File: config.mk
export PLATFORM = sky130hd
export DESIGN_NAME = alu_md_seq
export DESIGN_NICKNAME = d
export VERILOG_FILES = /design/src/rtl/alu_md_pkg.sv /design/src/rtl/alu_md_seq.sv
export SDC_FILE = /design/constraint.sdc
export NUM_CORES = 1
export LEC_CHECK = 0
export ABC_AREA = 0
export CORE_MARGIN = 2
export CORE_UTILIZATION = 29
export DETAILED_ROUTE_END_ITERATION = 10
export GPL_ROUTABILITY_DRIVEN = 0
export RECOVER_POWER = 25
export SLEW_MARGIN = 20
export SYNTH_ARGS = -nofsm -noshare
export SYNTH_HDL_FRONTEND = slang
export SYNTH_SLANG_ARGS = --single-unit
export TNS_END_PERCENT = 20
File: constraint.sdc
create_clock -name clk -period 6.4 [get_ports clk]
set_input_delay 0.96 -clock clk [delete_from_list [all_inputs] [get_ports clk]]
set_output_delay 0.96 -clock clk [all_outputs]
set_load 0.1 [all_outputs]
File: src/rtl/alu_md_pkg.sv
// -----------------------------------------------------------------------------
// alu_md_pkg
// Shared definitions for the RV32M multiply/divide sequencer: one-hot ALU
// opcodes, RV32M funct3 encodings, the sequencer state enum, the iteration
// count and small funct3/state decode helpers.
// -----------------------------------------------------------------------------
package alu_md_pkg;

    // Number of shift-add / restoring-division iterations (one per bit).
    localparam int unsigned ITER_N = 32;

    // One-hot ALU opcodes understood by the shared execute-stage ALU.
    // NOP makes the ALU pass operand B straight through to its result.
    localparam logic [9:0] OP_NOP  = 10'h000;
    localparam logic [9:0] OP_ADD  = 10'h001;
    localparam logic [9:0] OP_SUB  = 10'h002;
    localparam logic [9:0] OP_SLTU = 10'h010;

    // RV32M funct3 encodings handled here.
    localparam logic [2:0] F3_MUL  = 3'b000;
    localparam logic [2:0] F3_DIV  = 3'b100;
    localparam logic [2:0] F3_DIVU = 3'b101;
    localparam logic [2:0] F3_REM  = 3'b110;
    localparam logic [2:0] F3_REMU = 3'b111;

    typedef enum logic [2:0] {
        ST_IDLE = 3'd0,
        ST_MUL  = 3'd1,
        ST_NEGA = 3'd2,
        ST_NEGB = 3'd3,
        ST_DIV  = 3'd4,
        ST_FIX  = 3'd5,
        ST_DONE = 3'd6
    } state_e;

    // MUL and the four divide/remainder encodings are the only legal ones.
    function automatic logic f3_legal(input logic [2:0] f3);
        return (f3 == F3_MUL) || f3[2];
    endfunction

    // DIV and REM treat their operands as two's complement.
    function automatic logic f3_signed(input logic [2:0] f3);
        return f3[2] & ~f3[0];
    endfunction

    // REM/REMU return the remainder rather than the quotient.
    function automatic logic f3_is_rem(input logic [2:0] f3);
        return f3[2] & f3[1];
    endfunction

    // States in which the sequencer owns the shared ALU.
    function automatic logic owns_alu(input state_e s);
        return (s == ST_MUL) || (s == ST_NEGA) || (s == ST_NEGB) ||
               (s == ST_DIV) || (s == ST_FIX);
    endfunction

endpackage

File: src/rtl/alu_md_seq.sv
// -----------------------------------------------------------------------------
// alu_md_seq
// Multi-cycle RV32M MUL/DIV/DIVU/REM/REMU sequencer that borrows the shared
// combinational ALU of the execute stage. Multiplication is 32 shift-add steps;
// division takes absolute values, runs 32 restoring-division steps and then
// fixes the sign of the selected quotient/remainder. Division by zero, signed
// overflow and illegal funct3 complete immediately without touching the ALU.
//
// Ports
//   clk, rstn          clock, asynchronous active-low reset
//   start, funct3      request (accepted only in IDLE) and RV32M operation
//   rs1, rs2           dividend/multiplicand, divisor/multiplier
//   busy, done, err    handshake: busy cycle after accept through DONE,
//                      one-cycle done pulse, err with done on illegal funct3
//   result             held from done until overwritten by a later operation
//   alu_own            core ALU input mux selects alu_a/alu_b/alu_op when high
//   alu_a, alu_b,      ALU operands and one-hot opcode
//   alu_op
//   alu_c, alu_cf      ALU result and unsigned(A) < unsigned(B) flag, used in
//                      the same cycle they are produced
// -----------------------------------------------------------------------------
module alu_md_seq #(
    parameter int XLEN = 32,
    parameter int OPW  = 10
) (
    input  logic            clk,
    input  logic            rstn,
    input  logic            start,
    input  logic [2:0]      funct3,
    input  logic [XLEN-1:0] rs1,
    input  logic [XLEN-1:0] rs2,
    output logic            busy,
    output logic            done,
    output logic            err,
    output logic [XLEN-1:0] result,
    output logic            alu_own,
    output logic [XLEN-1:0] alu_a,
    output logic [XLEN-1:0] alu_b,
    output logic [OPW-1:0]  alu_op,
    input  logic [XLEN-1:0] alu_c,
    input  logic            alu_cf
);

    import alu_md_pkg::*;

    localparam logic [XLEN-1:0] ZERO_W   = {XLEN{1'b0}};
    localparam logic [XLEN-1:0] ONES_W   = {XLEN{1'b1}};
    localparam logic [XLEN-1:0] INT_MIN  = {1'b1, {(XLEN-1){1'b0}}};
    localparam logic [4:0]      LAST_CNT = 5'(ITER_N - 1);

    state_e          state_r;
    state_e          state_nx_s;
    logic [2:0]      f3_r;
    logic [XLEN-1:0] a_r;
    logic [XLEN-1:0] b_r;
    logic [XLEN-1:0] acc_r;
    logic [XLEN-1:0] mcand_r;
    logic [XLEN-1:0] mplier_r;
    logic [XLEN-1:0] dvd_r;
    logic [XLEN-1:0] dvs_r;
    // Partial remainder: its top bit is always zero after a step, so only the
    // low word is stored and the 33rd bit is rebuilt from the shift in rs_s.
    logic [XLEN-1:0] rem_r;
    logic [XLEN-1:0] q_r;
    logic [4:0]      cnt_r;
    logic [XLEN-1:0] result_r;
    logic            busy_r;
    logic            done_r;
    logic            err_r;
    logic            own_r;

    logic            legal_s;
    logic            fast_s;
    logic [XLEN-1:0] fast_res_s;
    logic [XLEN:0]   rs_s;
    logic            q_bit_s;
    logic [XLEN-1:0] sel_s;
    logic            neg_s;
    logic            last_s;
    logic [XLEN-1:0] alu_a_s;
    logic [XLEN-1:0] alu_b_s;
    logic [OPW-1:0]  alu_op_s;

    // Request decode: legality, early-out cases and their immediate result.
    always_comb begin
        legal_s    = f3_legal(funct3);
        fast_res_s = ZERO_W;
        fast_s     = 1'b0;
        if (!legal_s) begin
            fast_s     = 1'b1;
            fast_res_s = ZERO_W;
        end else if (funct3 == F3_MUL) begin
            fast_s     = 1'b0;
            fast_res_s = ZERO_W;
        end else if (rs2 == ZERO_W) begin
            fast_s     = 1'b1;
            fast_res_s = f3_is_rem(funct3) ? rs1 : ONES_W;
        end else if (f3_signed(funct3) && (rs1 == INT_MIN) && (rs2 == ONES_W)) begin
            fast_s     = 1'b1;
            fast_res_s = f3_is_rem(funct3) ? ZERO_W : INT_MIN;
        end else begin
            fast_s     = 1'b0;
            fast_res_s = ZERO_W;
        end
    end

    // Datapath helpers: shifted remainder, quotient bit and sign fix-up select.
    always_comb begin
        last_s  = (cnt_r == LAST_CNT);
        rs_s    = {rem_r, dvd_r[XLEN-1]};
        // Subtract succeeds when the shifted remainder overflowed 32 bits or
        // is not below the divisor.
        q_bit_s = rs_s[XLEN] | ~alu_cf;
        sel_s   = f3_is_rem(f3_r) ? rem_r : q_r;
        if (f3_is_rem(f3_r)) begin
            neg_s = f3_signed(f3_r) & a_r[XLEN-1];
        end else begin
            neg_s = f3_signed(f3_r) & (a_r[XLEN-1] ^ b_r[XLEN-1]);
        end
    end

    // ALU operand/opcode decode from the registered state.
    always_comb begin
        alu_a_s  = ZERO_W;
        alu_b_s  = ZERO_W;
        alu_op_s = OP_NOP;
        case (state_r)
            ST_MUL: begin
                alu_a_s  = acc_r;
                alu_b_s  = mcand_r;
                alu_op_s = mplier_r[0] ? OP_ADD : OP_NOP;
            end
            ST_NEGA: begin
                alu_b_s  = a_r;
                alu_op_s = (f3_signed(f3_r) && a_r[XLEN-1]) ? OP_SUB : OP_NOP;
            end
            ST_NEGB: begin
                alu_b_s  = b_r;
                alu_op_s = (f3_signed(f3_r) && b_r[XLEN-1]) ? OP_SUB : OP_NOP;
            end
            ST_DIV: begin
                alu_a_s  = rs_s[XLEN-1:0];
                alu_b_s  = dvs_r;
                alu_op_s = OP_SUB;
            end
            ST_FIX: begin
                alu_b_s  = sel_s;
                alu_op_s = neg_s ? OP_SUB : OP_NOP;
            end
            default: begin
                alu_a_s  = ZERO_W;
                alu_b_s  = ZERO_W;
                alu_op_s = OP_NOP;
            end
        endcase
    end

    // Next-state logic of the sequencer.
    always_comb begin
        state_nx_s = state_r;
        case (state_r)
            ST_IDLE: begin
                if (!start) begin
                    state_nx_s = ST_IDLE;
                end else if (fast_s) begin
                    state_nx_s = ST_DONE;
                end else if (funct3 == F3_MUL) begin
                    state_nx_s = ST_MUL;
                end else begin
                    state_nx_s = ST_NEGA;
                end
            end
            ST_MUL:  state_nx_s = last_s ? ST_DONE : ST_MUL;
            ST_NEGA: state_nx_s = ST_NEGB;
            ST_NEGB: state_nx_s = ST_DIV;
            ST_DIV:  state_nx_s = last_s ? ST_FIX : ST_DIV;
            ST_FIX:  state_nx_s = ST_DONE;
            ST_DONE: state_nx_s = ST_IDLE;
            default: state_nx_s = ST_IDLE;
        endcase
    end

    // Sequencer state, working registers and registered handshake outputs.
    always_ff @(posedge clk or negedge rstn) begin
        if (!rstn) begin
            state_r  <= ST_IDLE;
            f3_r     <= 3'b000;
            a_r      <= ZERO_W;
            b_r      <= ZERO_W;
            acc_r    <= ZERO_W;
            mcand_r  <= ZERO_W;
            mplier_r <= ZERO_W;
            dvd_r    <= ZERO_W;
            dvs_r    <= ZERO_W;
            rem_r    <= ZERO_W;
            q_r      <= ZERO_W;
            cnt_r    <= 5'd0;
            result_r <= ZERO_W;
            busy_r   <= 1'b0;
            done_r   <= 1'b0;
            err_r    <= 1'b0;
            own_r    <= 1'b0;
        end else begin
            state_r <= state_nx_s;
            busy_r  <= (state_nx_s != ST_IDLE);
            done_r  <= (state_nx_s == ST_DONE);
            own_r   <= owns_alu(state_nx_s);
            err_r   <= 1'b0;
            case (state_r)
                ST_IDLE: begin
                    if (start) begin
                        f3_r     <= funct3;
                        a_r      <= rs1;
                        b_r      <= rs2;
                        acc_r    <= ZERO_W;
                        mcand_r  <= rs1;
                        mplier_r <= rs2;
                        rem_r    <= ZERO_W;
                        q_r      <= ZERO_W;
                        cnt_r    <= 5'd0;
                        err_r    <= ~legal_s;
                        if (fast_s) begin
                            result_r <= fast_res_s;
                        end
                    end
                end
                ST_MUL: begin
                    if (mplier_r[0]) begin
                        acc_r <= alu_c;
                    end
                    mcand_r  <= {mcand_r[XLEN-2:0], 1'b0};
                    mplier_r <= {1'b0, mplier_r[XLEN-1:1]};
                    cnt_r    <= cnt_r + 5'd1;
                    if (last_s) begin
                        result_r <= mplier_r[0] ? alu_c : acc_r;
                    end
                end
                // NOP passes B, so alu_c is |operand| in either case.
                ST_NEGA: dvd_r <= alu_c;
                ST_NEGB: dvs_r <= alu_c;
                ST_DIV: begin
                    dvd_r <= {dvd_r[XLEN-2:0], 1'b0};
                    rem_r <= q_bit_s ? alu_c : rs_s[XLEN-1:0];
                    q_r   <= {q_r[XLEN-2:0], q_bit_s};
                    cnt_r <= cnt_r + 5'd1;
                end
                ST_FIX:  result_r <= alu_c;
                default: cnt_r <= cnt_r;
            endcase
        end
    end

    assign busy    = busy_r;
    assign done    = done_r;
    assign err     = err_r;
    assign result  = result_r;
    assign alu_own = own_r;
    assign alu_a   = alu_a_s;
    assign alu_b   = alu_b_s;
    assign alu_op  = alu_op_s;

endmodule

Word level (Yosys, flattened, before mapping). Index checks and enable logic that the tools add are counted. Widths: inputs -> output; s select.

Input bits: 103. Logic and storage cells: 115. Memories: 0. Flip-flop bits (word level): 335. Latch bits: 0. ROM bits: 0. Memory bits (writable): 0.

Bitwise gates (word level): 12. Reduce and logical (&&, ||, !) cells: 24. Magnitude comparators: 0. Div/mod/pow operators: 0. Multipliers: 0. Equality and inequality tests: 17. Multiplexer cells: 44. Add/sub/neg operators: 1. Shift operators: 0.

Operator list (number): $mux 32 (15); $pmux 32 s2 (7); $pmux 32 s5 (1); $pmux 32 s3 (1); $eq 32x32->1 const B (2); $logic_not 32->1 (1); $pmux 3 s6 (1); $eq 3x3->1 const B (5); $eq 3x2->1 const B (4); $pmux 2 s5 (1); $pmux 5 s2 (1); $mux 1 (9); $mux 3 (3); $mux 2 (4); $reduce_and 2->1 (4); $reduce_bool 2->1 (4); $and 1x1->1 (6); $eq 3x1->1 const B (2); $logic_not 3->1 (2); $ne 2x2->1 const B (3); $reduce_bool 3->1 (2); $add 5x1->5 const B (1); $eq 5x5->1 const B (1); $logic_or 1x1->1 (5); 7 further kinds (13).

Longest topological paths before layout.
Depth in word-level cells: 16. Gate-level depth with buffers: 10. Depth with buffers taken out: 9.

Least setup slack after synthesis. OpenSTA, ideal clock, no wires.

Kind: register to output. From: register state_r[1]. To: output port alu_b[17]. Path slack: 1949 ps. Buffers on the path: 4. Arrival: 3491 ps. Data required time: 5440 ps. Cell stages (with the launch flop): 9. Cells stage by stage: dfrtp_1 > buf_2 > nand2b_1 > clkbuf_1 > nor2_1 > clkbuf_1 > clkbuf_1 > nand2_1 > a41oi_1.

Cells in the longest elaborated chain, start to end: 2. Elaborated cells on any way between the ends: 6. Those cells by class: eq/ne: 5; mux: 1.

Ends and longest elaborated chain: start: declaration (RTL line alu_md_seq.sv:51) `state_e state_r;`; start signal: assignment (RTL line alu_md_seq.sv:204) `state_r <= state_nx_s;`; $eq 3x3->1 (tied with other cells) (RTL line alu_md_seq.sv:127) `case (state_r)`; $pmux 32 s5 * (RTL line alu_md_seq.sv:127); end: declaration (RTL line alu_md_seq.sv:38) `output logic [XLEN-1:0] alu_b,`.

Mark *: on every way between the ends. The rest lies on a longest branch, timed or not.

Worst setup path in the final report.
From: register state_r[0]. To: output port alu_b[20].

The elaborated chain is that of the path after synthesis.

==> flow_metrics.env <==
export IMPL_hold_slack_ps=474
export IMPL_routed_wl_met2_um=22600
export IMPL_p_total_mw=11.2
export IMPL_drcViolationCount=0
export IMPL_vias_per_cell=5.35
export IMPL_die_h_um=239
export IMPL_post_cts_buffers=0
export IMPL_status="finished, violations left"
export IMPL_seq_area_frac_synth_pct=52.5
export IMPL_cts_buffers=39
export IMPL_cap_violations=1
export IMPL_fin_skew_ps=32.8
export IMPL_yosysWarnings=0
export IMPL_crit_fanout=59
export IMPL_drv_slew=93
export IMPL_die_area_um2=57000
export IMPL_cts_hold_fix_buffers=0
export IMPL_utilization_pct=36.5
export IMPL_drtIter0Drc=1314
export IMPL_start_util_pct=29.2
export IMPL_critPathSlowestCell="clkdlybuf4s50_1"
export IMPL_drt_total_wl_um=55100
export IMPL_layout_drive_gt1_share_pct=9.25
export IMPL_crit_family="buffers and inverters"
export IMPL_first_pass_iters=5
export IMPL_synth_top_cell_by_area="dfrtp_1"
export IMPL_grt_ovfl_total=0
export IMPL_start_kind="register"
export IMPL_path_cells="nand2b_1 -> nor2_4 -> buf_12 -> nand2_1 -> a41oi_1 -> clkdlybuf4s50_1"
export IMPL_total_leakage_power_nw=9.08
export IMPL_wl_met3_um=4510
export IMPL_worstMarginPinSlew_ps=4540
export IMPL_hpwl_um=39700
export IMPL_rows=86
export IMPL_layout_common_cells="nand2_1 (471), dfrtp_1 (335), clkdlybuf4s50_1 (203)"
export IMPL_cp_required_ps=5440
export IMPL_coreArea_um2=54800
export IMPL_slew_headroom_pct=-202
export IMPL_synth_main_ff_cell="dfrtp_1"
export IMPL_hp_class="register to register"
export IMPL_clockBufferDepth=3
export IMPL_cts_clk_slew_worst_paths_ps=60
export IMPL_root_buffer="clkbuf_16"
export IMPL_synth_cells=1697
export IMPL_setup_viol=0
export IMPL_fmax_mhz=185
export IMPL_rsz0062_at_grt="no"
export IMPL_pre_cts_ws_ps=1620
export IMPL_cts_sinks=335
export IMPL_cts_tree="done"
export IMPL_max_vdd_ir_drop_uv=341
export IMPL_ant_nets=0
export IMPL_post_route_period_util_pct=84.7
export IMPL_synth_area_leaders="dfrtp_1 (52%), nand2_1 (11%), mux2_2 (4.5%), mux2i_1 (4.0%), a22o_1 (3.7%)"
export IMPL_area_growth_pct=25.0
export IMPL_layout_commonest_cell="nand2_1"
export IMPL_ys_ff_latch=335
export IMPL_synthDistinctLibCells=46
export IMPL_hold_viol=0
export IMPL_vias=13789
export IMPL_slowest_delay_ps=1230
export IMPL_met1_length_um=26000
export IMPL_grt_first_pass_wirelength_um=84300
export IMPL_endpoint_kind="output port"
export IMPL_io_buffers=204
export IMPL_postSynthAreaPerCell_um2=9.42
export IMPL_wl_per_cell_um=21.4
export IMPL_worstSetupPathType="register to output port"
export IMPL_ios=213
export IMPL_synth_edf_count=0
export IMPL_fp_dieW_um=239
export IMPL_powerDensity_nw_per_um2=562
export IMPL_path_buf_inv=2
export IMPL_cp_arrival_ps=4460
export IMPL_highest_layer="met5"
export IMPL_fin_setup_tns_ps=0
export IMPL_clock_latency_ps=570
export IMPL_grt_usage_pct=19.3
export IMPL_htree_levels=2
export IMPL_layout_nets=1950
export IMPL_async_reset_ff_share_pct=100
export IMPL_cts_repair_resized=0
export IMPL_layout_setup_ws_ps=981
export IMPL_synth_top_area_share_pct=52.5
export IMPL_period_needed_ps=5420
export IMPL_violations="capacitance limit, slew limit"
export IMPL_grt_pass1_vias=13398
export IMPL_grt_start_max_net_pins=129
export IMPL_syn_cell_area_um2=16000
export IMPL_antenna_found_initial=4
-- final cells by class --
class	count	area, um2
Inverter	35	131
Sequential cell	335	8380
Clock inverter	15	151
Timing Repair Buffer	232	2280
Fill cell	5352	34800
Antenna cell	2	5.00
Multi-Input combinational cell	1198	6990
Clock buffer	56	1150
Tap cell	704	881
-- Yosys cell counts, types with 2 or more instances --
| cell type | n |
|---|---|
| buf_6 | 3 |
| nor4_1 | 15 |
| buf_2 | 2 |
| clkbuf_1 | 104 |
| buf_1 | 19 |
| a41oi_1 | 31 |
| or3_1 | 2 |
| o32a_1 | 2 |
| o21ai_0 | 104 |
| nor2b_1 | 4 |
| o211ai_1 | 3 |
| dfrtp_1 | 335 |
| nand4_1 | 11 |
| a221o_1 | 31 |
| and3_1 | 3 |
| a22o_1 | 68 |
| and2_1 | 2 |
| ha_1 | 6 |
| a21o_1 | 30 |
| nor3_1 | 7 |
| a22oi_1 | 36 |
| nand3_1 | 97 |
| buf_4 | 8 |
| nand2b_1 | 4 |
| a31oi_1 | 2 |
| mux2i_1 | 64 |
| a21oi_1 | 70 |
| mux2_2 | 64 |
| inv_1 | 34 |
| nand2_1 | 472 |
| nor2_1 | 49 |
-- through the flow --
stage                     area, um2  std cells
after detailed placement      18700       2504
final                         20000       2577
after floorplan               16000       1704
after global routing          20000       2576
after CTS                     20000       2575
after global placement        18700       2504
-- worst register-to-register path: cells and delay by family (launching register included) --
kind,cells,cell delay [ps]
and+or+nand+nor,4,1680
buffers and inverters,2,790
DFF,1,630
AOI/OAI and AO/OA,1,300
-- cells by family (layout without fill, tap and decap cells) --
group	Yosys count	in the layout	share of synthesized area, %
AO/OA/AOI/OAI	382	382	16.6
adder cells (fa/ha/maj)	6	6	0.470
buffers and inverters	171	338	4.36
flip-flops	335	335	52.5
multiplexers	128	128	8.52
other	1	10	0.0235
AND/OR/NAND/NOR	674	674	17.6
-- report_power, final --
part / internal (mW) / leakage (nW) / switching (mW) / total, mW
registers: 2.98 / 4.31 / 0.646 / 3.63
clock network: 1.34 / 0.638 / 0.932 / 2.27
logic: 1.50 / 4.13 / 3.82 / 5.32
total: 5.82 / 9.08 / 5.40 / 11.2
-- layer usage --
layer,vias up,track usage [%]
li1,6239,-
met1,6866,29.0
met2,583,26.6
met3,95,4.42
met4,6,7.37
met5,-,0
-- state kept, by name, summed over array words and instances, names as in the netlist, 3 cells and up --
| name | flops |
|---|---|
| state_r | 3 |
| dvd_r | 32 |
| q_r | 32 |
| mplier_r | 32 |
| rem_r | 32 |
| result | 32 |
| a_r | 32 |
| cnt_r | 5 |
| mcand_r | 32 |
| b_r | 32 |
| dvs_r | 32 |
| acc_r | 32 |
| f3_r | 3 |
-- path summary, 6_finish.rpt --
kind	start	end	slack, ps	cells past startpoint
max	state_r[0]$_DFF_PN0_	alu_b[20]	980	6
min	dvd_r[3]$_DFFE_PN0P_	dvd_r[4]$_DFFE_PN0P_	470	2
min in group asynchronous	rstn	result[17]$_DFFE_PN0P_	2260	1
max reg2reg	state_r[0]$_DFF_PN0_	acc_r[18]$_DFFE_PN0P_	2870	7
min reg2reg	dvd_r[3]$_DFFE_PN0P_	dvd_r[4]$_DFFE_PN0P_	470	2
max in group asynchronous	rstn	result[31]$_DFFE_PN0P_	1570	2
(Power assumes the default switching activity.)
